## config.mk

```make
export PLATFORM = sky130hd
export DESIGN_NAME = mips_mult_div
export DESIGN_NICKNAME = d
export VERILOG_FILES = /design/src/rtl/mips_pkg.sv /design/src/rtl/mips_md_sign_fix.sv /design/src/rtl/mips_mult_div.sv
export SDC_FILE = /design/constraint.sdc
export NUM_CORES = 1
export LEC_CHECK = 0
export CAP_MARGIN = 20
export CORE_MARGIN = 10
export CORE_UTILIZATION = 43
export DETAILED_ROUTE_END_ITERATION = 6
export PLACE_DENSITY = 0.69
export REMOVE_ABC_BUFFERS = 1
export SLEW_MARGIN = 20
export SYNTH_ARGS = -nofsm -noshare
export SYNTH_HDL_FRONTEND = slang
export SYNTH_SLANG_ARGS = --single-unit
```

## constraint.sdc

```tcl
create_clock -name clk -period 7.17 [get_ports clk]
set_clock_uncertainty 0.15 [all_clocks]
set_input_delay 1.434 -clock clk [delete_from_list [all_inputs] [get_ports clk]]
set_output_delay 1.434 -clock clk [all_outputs]
set_load 0.03 [all_outputs]
```

## src/rtl/mips_pkg.sv

```systemverilog
// Shared encodings and sizes for the MIPS multiply/divide unit.
package mips_pkg;

  localparam int WIDTH = 32;
  localparam int CNT_W = 5;

  typedef enum logic [2:0] {
    MD_MULT  = 3'b000,
    MD_MULTU = 3'b001,
    MD_DIV   = 3'b010,
    MD_DIVU  = 3'b011,
    MD_MTHI  = 3'b100,
    MD_MTLO  = 3'b101
  } md_op_t;

  typedef enum logic [1:0] {
    ST_IDLE = 2'd0,
    ST_RUN  = 2'd1,
    ST_DONE = 2'd2
  } md_state_t;

endpackage

```

## src/rtl/mips_md_sign_fix.sv

```systemverilog
// Conditional two's-complement negation: magnitude extraction on the way in,
// sign restoration of product/quotient/remainder on the way out.
module mips_md_sign_fix
  import mips_pkg::*;
#(
  parameter int BITS = WIDTH
) (
  input  logic [BITS-1:0] value,
  input  logic            negate,
  output logic [BITS-1:0] result
);

  assign result = negate ? -value : value;

endmodule

```

## src/rtl/mips_mult_div.sv

```systemverilog
// Iterative MIPS multiply/divide unit holding HI/LO, one bit per clock.
// The divider datapath is only built when MIPS_MD_DIV_EN is defined.
module mips_mult_div #(
  parameter int WIDTH = mips_pkg::WIDTH,
  parameter int CNT_W = mips_pkg::CNT_W
) (
  input  logic             clk,
  input  logic             reset,
  input  logic             start,
  input  logic [2:0]       md_op,
  input  logic [WIDTH-1:0] operand_a,
  input  logic [WIDTH-1:0] operand_b,
  output logic [WIDTH-1:0] hi,
  output logic [WIDTH-1:0] lo,
  output logic             busy,
  output logic             done,
  output logic             div_by_zero
);

  import mips_pkg::*;

  md_state_t state, state_next;

  logic [CNT_W-1:0]   count;
  logic [WIDTH-1:0]   acc, shreg, b_mag;
  logic               neg_q;
  logic [WIDTH-1:0]   a_mag_in, b_mag_in;
  logic               op_mul, op_div, op_signed, last_iter;
  logic [WIDTH:0]     mul_sum;
  logic [WIDTH-1:0]   acc_next, sh_next, hi_res, lo_res;
  logic [2*WIDTH-1:0] prod_fix;

  assign op_mul    = (md_op == MD_MULT) || (md_op == MD_MULTU);
  assign op_div    = (md_op == MD_DIV) || (md_op == MD_DIVU);
  assign op_signed = (md_op == MD_MULT) || (md_op == MD_DIV);
  assign last_iter = (count == CNT_W'(WIDTH - 1));

  assign busy = (state == ST_RUN);
  assign done = (state == ST_DONE);

  mips_md_sign_fix #(.BITS(WIDTH)) u_fix_a (
    .value  (operand_a),
    .negate (op_signed & operand_a[WIDTH-1]),
    .result (a_mag_in)
  );

  mips_md_sign_fix #(.BITS(WIDTH)) u_fix_b (
    .value  (operand_b),
    .negate (op_signed & operand_b[WIDTH-1]),
    .result (b_mag_in)
  );

  // Shift-add step: {acc, shreg} is the partial product, multiplier bits leave at the bottom.
  assign mul_sum = {1'b0, acc} + {1'b0, (shreg[0] ? b_mag : {WIDTH{1'b0}})};

  mips_md_sign_fix #(.BITS(2 * WIDTH)) u_fix_prod (
    .value  ({acc_next, sh_next}),
    .negate (neg_q),
    .result (prod_fix)
  );

`ifdef MIPS_MD_DIV_EN
  logic             is_div, neg_r, b_zero, dbz, q_bit, op_valid;
  logic [WIDTH-1:0] a_raw, quo_fix, rem_fix;
  logic [WIDTH:0]   r_shift, diff;

  assign op_valid = op_mul || op_div || (md_op == MD_MTHI) || (md_op == MD_MTLO);

  // Restoring step: acc is the partial remainder, shreg shifts dividend out and quotient in.
  assign r_shift = {acc, shreg[WIDTH-1]};
  assign diff    = r_shift - {1'b0, b_mag};
  assign q_bit   = ~diff[WIDTH];

  assign acc_next = is_div ? (q_bit ? diff[WIDTH-1:0] : r_shift[WIDTH-1:0]) : mul_sum[WIDTH:1];
  assign sh_next  = is_div ? {shreg[WIDTH-2:0], q_bit} : {mul_sum[0], shreg[WIDTH-1:1]};

  mips_md_sign_fix #(.BITS(WIDTH)) u_fix_quo (
    .value  (sh_next),
    .negate (neg_q),
    .result (quo_fix)
  );

  mips_md_sign_fix #(.BITS(WIDTH)) u_fix_rem (
    .value  (acc_next),
    .negate (neg_r),
    .result (rem_fix)
  );

  always_comb begin
    {hi_res, lo_res} = prod_fix;
    if (is_div) begin
      if (b_zero) begin
        hi_res = a_raw;
        lo_res = '1;
      end else begin
        hi_res = rem_fix;
        lo_res = quo_fix;
      end
    end
  end

  assign div_by_zero = dbz;

  // The flag survives until the next accepted start, including MTHI/MTLO.
  always_ff @(posedge clk or posedge reset) begin
    if (reset) begin
      is_div <= 1'b0;
      neg_r  <= 1'b0;
      b_zero <= 1'b0;
      a_raw  <= '0;
      dbz    <= 1'b0;
    end else if (state == ST_IDLE && start && op_valid) begin
      is_div <= op_div;
      neg_r  <= op_signed & operand_a[WIDTH-1];
      b_zero <= (operand_b == '0);
      a_raw  <= operand_a;
      dbz    <= 1'b0;
    end else if (state == ST_RUN && last_iter) begin
      dbz <= is_div & b_zero;
    end
  end
`else
  assign acc_next         = mul_sum[WIDTH:1];
  assign sh_next          = {mul_sum[0], shreg[WIDTH-1:1]};
  assign {hi_res, lo_res} = prod_fix;
  assign div_by_zero      = 1'b0;
`endif

  always_ff @(posedge clk or posedge reset) begin
    if (reset) state <= ST_IDLE;
    else       state <= state_next;
  end

  always_comb begin
    state_next = state;
    case (state)
      ST_IDLE: begin
        if (start) begin
          if (op_mul) state_next = ST_RUN;
`ifdef MIPS_MD_DIV_EN
          else if (op_div) state_next = ST_RUN;
`else
          else if (op_div) state_next = ST_DONE;
`endif
        end
      end
      ST_RUN:  if (last_iter) state_next = ST_DONE;
      ST_DONE: state_next = ST_IDLE;
      default: state_next = ST_IDLE;
    endcase
  end

  always_ff @(posedge clk or posedge reset) begin
    if (reset) begin
      count <= '0;
      acc   <= '0;
      shreg <= '0;
      b_mag <= '0;
      neg_q <= 1'b0;
      hi    <= '0;
      lo    <= '0;
    end else begin
      case (state)
        ST_IDLE: begin
          if (start) begin
            if (op_mul || op_div) begin
              acc   <= '0;
              shreg <= a_mag_in;
              b_mag <= b_mag_in;
              neg_q <= op_signed & (operand_a[WIDTH-1] ^ operand_b[WIDTH-1]);
              count <= '0;
            end else if (md_op == MD_MTHI) begin
              hi <= operand_a;
            end else if (md_op == MD_MTLO) begin
              lo <= operand_a;
            end
          end
        end
        ST_RUN: begin
          acc   <= acc_next;
          shreg <= sh_next;
          count <= count + CNT_W'(1);
          if (last_iter) begin
            hi <= hi_res;
            lo <= lo_res;
          end
        end
        default: ;
      endcase
    end
  end

endmodule

```

=== After elaboration in Yosys (flattened, before gate mapping) ===
Index checks and enable logic that the tools add are counted.

* Register bits after elaboration: 168
* Bits in latches: 0
* RAM bits: 0
* Memory bits (read-only): 0
* Output and inout port bits: 67
* Word-level logic and storage cells: 74
* Memories kept: 0

* Add/subtract/negate cells: 5
* Multiply operators: 0
* Divide/modulo/power cells: 0
* Magnitude comparators: 0
* Equality and inequality tests: 16
* Shifts and indexed selects: 0
* Mux-type cells: 29
* Bitwise gates (word level): 4
* Reductions and logical operators: 12

{| class="wikitable"
|+ Operators by type and width
! operator !! number
|-
| two-way mux 32 bit || 16
|-
| case mux 32 bit (2 select lines) || 4
|-
| two-way mux 64 bit || 1
|-
| negator 32 bit || 2
|-
| negator 64 bit || 1
|-
| adder 32 x 32 -> 33 bit || 1
|-
| inequality test 2 bit (second input constant) || 6
|-
| two-way mux 5 bit || 2
|-
| case mux 5 bit (2 select lines) || 1
|-
| AND reduction 3 bit || 3
|-
| two-way mux 2 bit || 4
|-
| == test 3 x 2 -> 1 bit (second input constant) || 2
|-
| == test 3 bit (second input constant) || 2
|-
| AND reduction 6 bit || 1
|-
| adder 5 x 1 -> 5 bit (second input constant) || 1
|-
| == test 5 bit (second input constant) || 1
|-
| AND reduction 5 bit || 1
|-
| logical OR 1 bit || 4
|-
| case mux 2 bit (2 select lines) || 1
|-
| AND 1 bit || 3
|-
| == test 3 x 1 -> 1 bit (second input constant) || 1
|-
| logical NOT 3 bit || 1
|-
| inequality test 3 bit (second input constant) || 1
|-
| == test 2 x 1 -> 1 bit (second input constant) || 1
|-
| 5 further kinds || 5
|}

=== Depth between registers and ports, before layout ===
Gate-level depths: netlist of run 1.

* Depth in word-level cells: 7
* Gate-level depth with buffers: 16

=== Modules after synthesis ===
From an unflattened synthesis of run 1, not the netlist that was laid out.

* Cells, all modules: 1340
* Area total of the unflattened synthesis: 11967.7 um^2

{| class="wikitable"
|+ Modules (own cells, without submodules)
! module !! instances !! cells each !! area an instance (um^2)
|-
| mips_mult_div || 1 || 926 || 8979.9
|-
| mips_md_sign_fix at u_fix_a ... || 2 || 108 || 767.0
|-
| mips_md_sign_fix at u_fix_prod || 1 || 198 || 1453.9
|}

=== Worst setup path before layout of run 1 ===
No wires, ideal clock.

* Kind: register to register
* Start: register shreg[0]
* End: register hi[27]
* Setup time: 0.104 ns
* Data arrival time: 4.576 ns
* Path slack: 2.340 ns
* Cell stages (with the launch flop): 16
* Buffers on the path: 1
* Path through: dfrtp_1 > clkbuf_1 > and2_1 > ha_1 > fa_1 > a21o_1 > a221oi_1 > xnor2_1 > nand4bb_1 > or3_4 > or4_4 > or4_4 > or2_1 > o41ai_2 > xor2_1 > a221oi_1

* Word-level cells in the longest chain between the ends: 6

{| class="wikitable"
|+ Ends and longest elaborated chain
! what !! RTL line !! RTL
|-
| start, declared || mips_mult_div.sv:25 || <nowiki>logic [WIDTH-1:0] acc, shreg, b_mag;</nowiki>
|-
| start signal, assigned || mips_mult_div.sv:168 || <nowiki>shreg <= a_mag_in;</nowiki>
|-
| start signal, assigned || mips_mult_div.sv:181 || <nowiki>shreg <= sh_next;</nowiki>
|-
| two-way mux 32 bit (*) || mips_mult_div.sv:54 || <nowiki>assign mul_sum = {1'b0, acc} + {1'b0, (shreg[0] ? b_mag : {WIDTH{1'b0}})};</nowiki>
|-
| adder 32 x 32 -> 33 bit (*) || mips_mult_div.sv:54 ||
|-
| negator 64 bit || mips_md_sign_fix.sv:13 || <nowiki>assign result = negate ? -value : value;</nowiki>
|-
| two-way mux 64 bit (*) || mips_md_sign_fix.sv:13 ||
|-
| two-way mux 32 bit (*) || mips_mult_div.sv:183 || <nowiki>if (last_iter) begin</nowiki>
|-
| case mux 32 bit (2 select lines) (*) || mips_mult_div.sv:163 || <nowiki>case (state)</nowiki>
|-
| end signal, assigned || mips_mult_div.sv:173 || <nowiki>hi <= operand_a;</nowiki>
|-
| end signal, assigned || mips_mult_div.sv:184 || <nowiki>hi <= hi_res;</nowiki>
|-
| end, declared || mips_mult_div.sv:13 || <nowiki>output logic [WIDTH-1:0] hi,</nowiki>
|}

Every way passes the cells marked *; elsewhere a longest branch is shown, timed or not. The select of a mux whose other input is x is not followed.
A chain may end at the register's enable or synchronous reset.

=== Final worst setup path of run 1 ===
Same ends and word-level chain as after synthesis.

==> results of run 1 <==
==> metal layers <==
layer	wire length [um]	vias up
met2	15200	262
met3	1510	32
li1	-	5224
met1	15800	4902
met4	469	0
met5	0	-
==> registers in the layout (all words and copies together), names as in the netlist <==
signal and count:
count 5, state 2, hi 32, neg_q 1, b_mag 32, shreg 32, lo 32, acc 32
==> cell families after synthesis <==
logic type	Yosys count
compound gates	441
xor+xnor	127
fa+ha+maj	38
buf+inv	103
flops	168
mux	3
other cells	1
simple gates	546
==> critical path, cell delays in order (launching register included) <==
cell	delay, ns
dfrtp_1	0.67
and2_1	0.31
ha_1	0.22
fa_1	0.40
a21o_1	0.21
a221oi_1	0.43
xnor2_1	0.23
nand4bb_1	0.28
or3_4	0.43
or4_4	0.56
or4_4	0.59
or2_1	0.27
o41ai_2	0.23
xor2_1	0.20
a221oi_1	0.09
==> through the flow <==
step                power [W]  cell area, sq um  util [%]
floorplan             0.00387             11200         -
global placement      0.00489             13100      49.8
detailed placement    0.00497             13100      49.8
CTS                   0.00587             13600      51.9
global route          0.00630             13600      51.9
finish                0.00585             13600      51.9
==> final cells by class <==
type / instances / area (sq um) / share of cell area (%)
clock buffer: 19 / 443 / 3.25
clock inverter: 13 / 120 / 0.880
inverter: 14 / 58.8 / 0.431
multi-input combinational: 1156 / 6970 / 51.1
sequential: 168 / 4200 / 30.8
tap: 335 / 419 / 3.07
timing repair buffer: 146 / 1430 / 10.5
==> cell usage in the layout (no fill, tap or decap), drive strengths merged, types with 11 or more instances in the layout <==
| cell | count |
|---|---|
| dfrtp | 168 |
| clkbuf | 19 |
| or3 | 22 |
| inv | 16 |
| nor3 | 16 |
| or4 | 16 |
| and2 | 38 |
| nand2b | 16 |
| a22o | 25 |
| ha | 37 |
| a21o | 12 |
| a21oi | 84 |
| nand3 | 15 |
| clkdlybuf4s50 | 135 |
| o31ai | 64 |
| xor2 | 59 |
| xnor2 | 68 |
| nor2 | 168 |
| o21ai | 167 |
| o41ai | 15 |
| nand2 | 200 |
| buf | 11 |
| nor4 | 11 |
==> report_power, final <==
group          switching [W]  internal (W)  total [W]
Clock               0.000406      0.000490   0.000896
Combinational        0.00196       0.00124    0.00321
Sequential          0.000376       0.00138    0.00175
==> how the worst max path moves through the flow <==
stage | depth (start not counted) | slack [ns] | start | to
6_report | 14 | 1.72 | shreg[0]$_DFFE_PP0P_ | hi[27]$_DFFE_PP0P_
5_1_grt | 14 | 1.37 | shreg[0]$_DFFE_PP0P_ | hi[27]$_DFFE_PP0P_
4_1_cts | 14 | 1.75 | shreg[0]$_DFFE_PP0P_ | hi[27]$_DFFE_PP0P_
3_5_place_dp | 14 | 1.76 | shreg[0]$_DFFE_PP0P_ | hi[27]$_DFFE_PP0P_
3_3_place_gp | 14 | 1.84 | shreg[0]$_DFFE_PP0P_ | hi[27]$_DFFE_PP0P_
2_1_floorplan | 1 | 1.04 | reset | acc[0]$_DFFE_PP0P_
==> flow_metrics.tcl, run 1 <==
set metrics [dict create \
    nets 1611 \
    drive_gt1_share_pct 4.35 \
    syn_inst 1427 \
    r2r_cells 14 \
    insertedDiodeCount 0 \
    die_x_um 184 \
    power_density_mw_per_mm2 429 \
    grt-busiest-layer "met2" \
    synth_seq_cells 168 \
    use_met3_pct 3.00 \
    min_path_type "reg -> reg" \
    synth-edff-count 0 \
    yosys-top-cells-count "nand2_1, dfrtp_1, nor2_1" \
    synthSimpleGateAreaFrac_pct 21.9 \
    htree_levels 4 \
    yosys.area.top_type_share_pct 36.4 \
    postSynth.asyncResetShare_pct 100 \
    io_pins 137 \
    grt_overflow 0 \
    yosysWarnings 0 \
    synthTopCellsByArea "dfrtp_1, o21ai_0, nand2_1" \
    worstSetupStartpointType "register" \
    drtPass1Iterations 5 \
    gr-usage-met1_pct 26.5 \
    grt_pass1_wl_mm 53.5 \
    antenna_found_initial 0 \
    ys_seq_area_share_pct 36.4 \
    min-delay-start "b_mag[17]$_DFFE_PP0P_" \
    via_per_inst 5.63 \
    synth_top_family_by_area "compound AO/OA/AOI/OAI gates" \
    dp_slack_ns 1.76 \
    grt_use_total_pct 19.5 \
    yosysMostFrequentCell "nand2_1" \
    die-area_sq_mm 0.0338 \
    postCtsHoldBufs 0 \
    synth_area_sq_mm 0.0116 \
    worstHoldPathCells 2 \
    globalplace.congestion 0.898 \
    port_buffers 135 \
    root_buffer "clkbuf_16" \
    wire_per_inst_um 17.8 \
    max-slew-margin-rel_pct 33.2 \
    rr_startpoint "shreg[0]$_DFFE_PP0P_" \
    setup_violations 0 \
    whs_ns 0.322 \
    ys.flop_type "dfrtp_1" \
    crit_type "reg -> reg" \
    rsz0062_at_grt "no" \
    cts_setup_buffers 0 \
    synthXorXnorAreaFrac_pct 9.63 \
    vdd_drop_max_mv 0.281 \
    worst_pin_slew_ns 1.00 \
    drtAntennaViolNets 0 \
    clkSinkCount 168 \
    drcViolationCount 0 \
    hold_violations 0 \
    fillers 2543 \
    cap_violations 0 \
    p_leak_nw 5.55 \
    path_max_fanout 33 \
    drt-initial-drc-count 818 \
    row_count 59 \
    initial_core_util_pct 44.0 \
    fin_ws_ns 1.72 \
    wl_mm 32.9 \
    cts_tree "yes" \
    hpwl_mm 24.7 \
    dp.cells 1819 \
    synth_compound_area_share_pct 24.1 \
    grt_max_degree 101 \
    avgSynthCellArea_sq_um 8.09 \
    ctsResizeCount 0 \
    numCtsBuffers 17 \
    yosysTopAreaCell "dfrtp_1" \
    die_h_um 184 \
    critPathCaptureType "register" \
    required_ns 7.29 \
    r2r-end "hi[27]$_DFFE_PP0P_" \
    outcome "complete, no violations" \
    r2r_setup_slack_ns 1.72 \
    use_met2_pct 31.4 \
    grt_pass1_vias 10064 \
    hold_end "b_mag[17]$_DFFE_PP0P_" \
    clockBufferDepth 2 \
    slew_violations 0 \
    max_freq_mhz 184 \
    fin_crit_ns 5.45 \
    cp.arrival_ns 5.56 \
    vias 10420 \
    fin_crit_sh_pct 75.9 \
    fin_cells 1851 \
    setup_tns_ns 0 \
    clk_pin_slew_ns 0.07 \
    area_delta_synth_final_pct 18.1 \
    core_sq_mm 0.0263 \
    synthMuxAreaShare_pct 0.292 \
    ys_types 71 \
    clock_latency_ns 0.44 \
    synthAdderAreaFrac_pct 4.18 \
]
(Power assumes the default switching activity.)
==> run 2, diff against run 1 <==
==> constraint.sdc (replaced) <==
create_clock -name clk -period 5.5 [get_ports clk]
set_clock_uncertainty 0.15 [all_clocks]
set_input_delay 1.1 -clock clk [delete_from_list [all_inputs] [get_ports clk]]
set_output_delay 1.1 -clock clk [all_outputs]
set_load 0.03 [all_outputs]
==> run 2 against run 1 <==
Effect of this change:
- combinational power rose by 32%
- register-to-register slack got worse by 1.4 ns
- non-clock buffer count rose by 8
- sequential share of layout area fell by 0.24 points
- core utilization rose by 0.41 points
- die area did not move
- sequential power rose by 29%
- flip-flop and latch count did not move
- wire length barely moved
==> flow_metrics.tcl, run 2 (synthesis results as in run 1) <==
set metrics [dict create \
    worstHoldPathCells 2 \
    setup_violations 0 \
    htree_levels 4 \
    drcViolationCount 0 \
    cts_tree "yes" \
    required_ns 5.64 \
    outcome "complete, no violations" \
    via_per_inst 5.69 \
    port_buffers 135 \
    clockBufferDepth 2 \
    cts_setup_buffers 0 \
    hpwl_mm 25.0 \
    cp.arrival_ns 5.29 \
    cap_violations 0 \
    row_count 59 \
    clock_latency_ns 0.44 \
    grt_max_degree 105 \
    power_density_mw_per_mm2 562 \
    numCtsBuffers 17 \
    critPathCaptureType "register" \
    critPathBufInv 1 \
    pwr-share-seq_pct 29.2 \
    slew_violations 0 \
    mostFrequentLayoutCell "nand2_1" \
    hold_violations 0 \
    die_h_um 184 \
    critPathSlowestCell "or4b_2" \
    crit_start "shreg[0]$_DFFE_PP0P_" \
    p_leak_nw 5.61 \
    vdd_drop_max_mv 0.297 \
    rsz0062_at_grt "no" \
    drtPass1Iterations 5 \
    area_delta_synth_final_pct 19.1 \
    root_buffer "clkbuf_16" \
    fillers 2520 \
    grt_use_total_pct 19.4 \
    drtAntennaViolNets 0 \
    crit_chain "buf_4 -> and2_1 -> ha_1 -> a21o_1 -> a221o_1 -> a211oi_1 -> a211o_1 -> a311oi_1 -> or3_1 -> or4b_2 -> o41ai_1 -> xor2_1 -> o221ai_1" \
    drive_gt1_share_pct 4.86 \
    clk_pin_slew_ns 0.07 \
    ctsResizeCount 0 \
    cpPeakStageDelay_ns 0.71 \
    postCtsHoldBufs 0 \
    wl_mm 33.0 \
    sw_frac_of_total_pct 46.4 \
    grt_pass1_vias 10026 \
    stdcell_area_sq_mm 0.0138 \
    core_sq_mm 0.0263 \
    io_pins 137 \
    wire_per_inst_um 17.7 \
    placed_area_sq_mm 0.0131 \
    grt_pass1_wl_mm 53.6 \
    fin_crit_ns 5.15 \
    grt_overflow 0 \
    clkSinkCount 168 \
    die-area_sq_mm 0.0338 \
    initial_core_util_pct 44.0 \
    cp.depth 13 \
    globalplace.congestion 0.937 \
    power_frac_comb_pct 55.0 \
    crit_type "reg -> reg" \
    max-slew-margin-rel_pct 34.0 \
    rr_startpoint "shreg[0]$_DFFE_PP0P_" \
    antenna_found_initial 1 \
    nets 1619 \
    worstSetupStartpointType "register" \
    die_x_um 184 \
    whs_ns 0.318 \
    final_cell_mix "nand2_1, nor2_1, dfrtp_1" \
    worst_pin_slew_ns 0.990 \
    p_int_w 0.00414 \
    p_switching_w 0.00359 \
    vias 10583 \
    min-delay-start "b_mag[23]$_DFFE_PP0P_" \
    max_freq_mhz 194 \
    path_max_fanout 30 \
    r2r_cells 13 \
    critPathTopFamily "compound AO/OA/AOI/OAI gates" \
    power.share.clock_pct 15.8 \
    min_path_type "reg -> reg" \
    drt-initial-drc-count 847 \
    fin_crit_sh_pct 93.7 \
]
[run 2: cell types whose count changed in the layout (fill, tap and decap cells not counted), sizes merged]
cell | previous run | this run
diode | 0 | 1
clkinv | 7 | 6
bufinv | 1 | 2
buf | 11 | 19
[run 2: tightest hold or removal path, delay by kind of cell, from the launching register on]
family,cells,cell delay [ns]
AO/OA/AOI/OAI,1,0.05
flip-flops,1,0.34
AND/OR/NAND/NOR,1,0.04
[run 2: area by class of cell]
class	count	area, sq um	share of cell area (%)
timing repair buffer	154	1510	11.0
tap	335	419	3.05
inverter	14	58.8	0.428
sequential	168	4200	30.6
multi-input combinational	1156	6970	50.7
clock inverter	13	145	1.06
clock buffer	19	443	3.22
antenna	1	2.50	0.0182
[run 2: per-stage QoR]
step                      std cells  setup TNS (ns)  total power, W  worst slack, ns  util (%)
final                          1860               0         0.00772            0.347      52.3
after global routing           1860               0         0.00831            0.114      52.3
after CTS                      1858               0         0.00774            0.368      52.3
after detailed placement       1826               0         0.00650            0.356      50.0
after global placement         1826               0         0.00640            0.507      50.0
after floorplan                1338          -52.44         0.00505           -0.314         -
[run 2: power by group through the flow]
| stage | clock network [W] | registers, W | logic (W) |
|---|---|---|---|
| finish | 0.00122 | 0.00225 | 0.00425 |
| detailed placement | 0 | 0.00227 | 0.00423 |
| global placement | 0 | 0.00225 | 0.00415 |
| global route | 0.00130 | 0.00233 | 0.00469 |
| floorplan | 0 | 0.00263 | 0.00241 |
| CTS | 0.00124 | 0.00225 | 0.00424 |
[run 2: per-layer routing]
metal / GRT usage, % / wire length, um / part of all wire (%)
met1: 26.3 / 15000 / 46
met2: 31.0 / 15200 / 46
met3: 3.54 / 2140 / 6.5
met4: 5.38 / 559 / 1.7
met5: 0 / 0 / 0
[run 2: path summary, 6_finish.rpt]
kind                       slack, ns                     to
setup / recovery                0.35     hi[30]$_DFFE_PP0P_
setup reg to reg                0.35     hi[30]$_DFFE_PP0P_
max in group asynchronous       3.20    acc[28]$_DFFE_PP0P_
min in group asynchronous       1.11      lo[4]$_DFFE_PP0P_
hold / removal                  0.32  b_mag[23]$_DFFE_PP0P_
hold reg to reg                 0.32  b_mag[23]$_DFFE_PP0P_
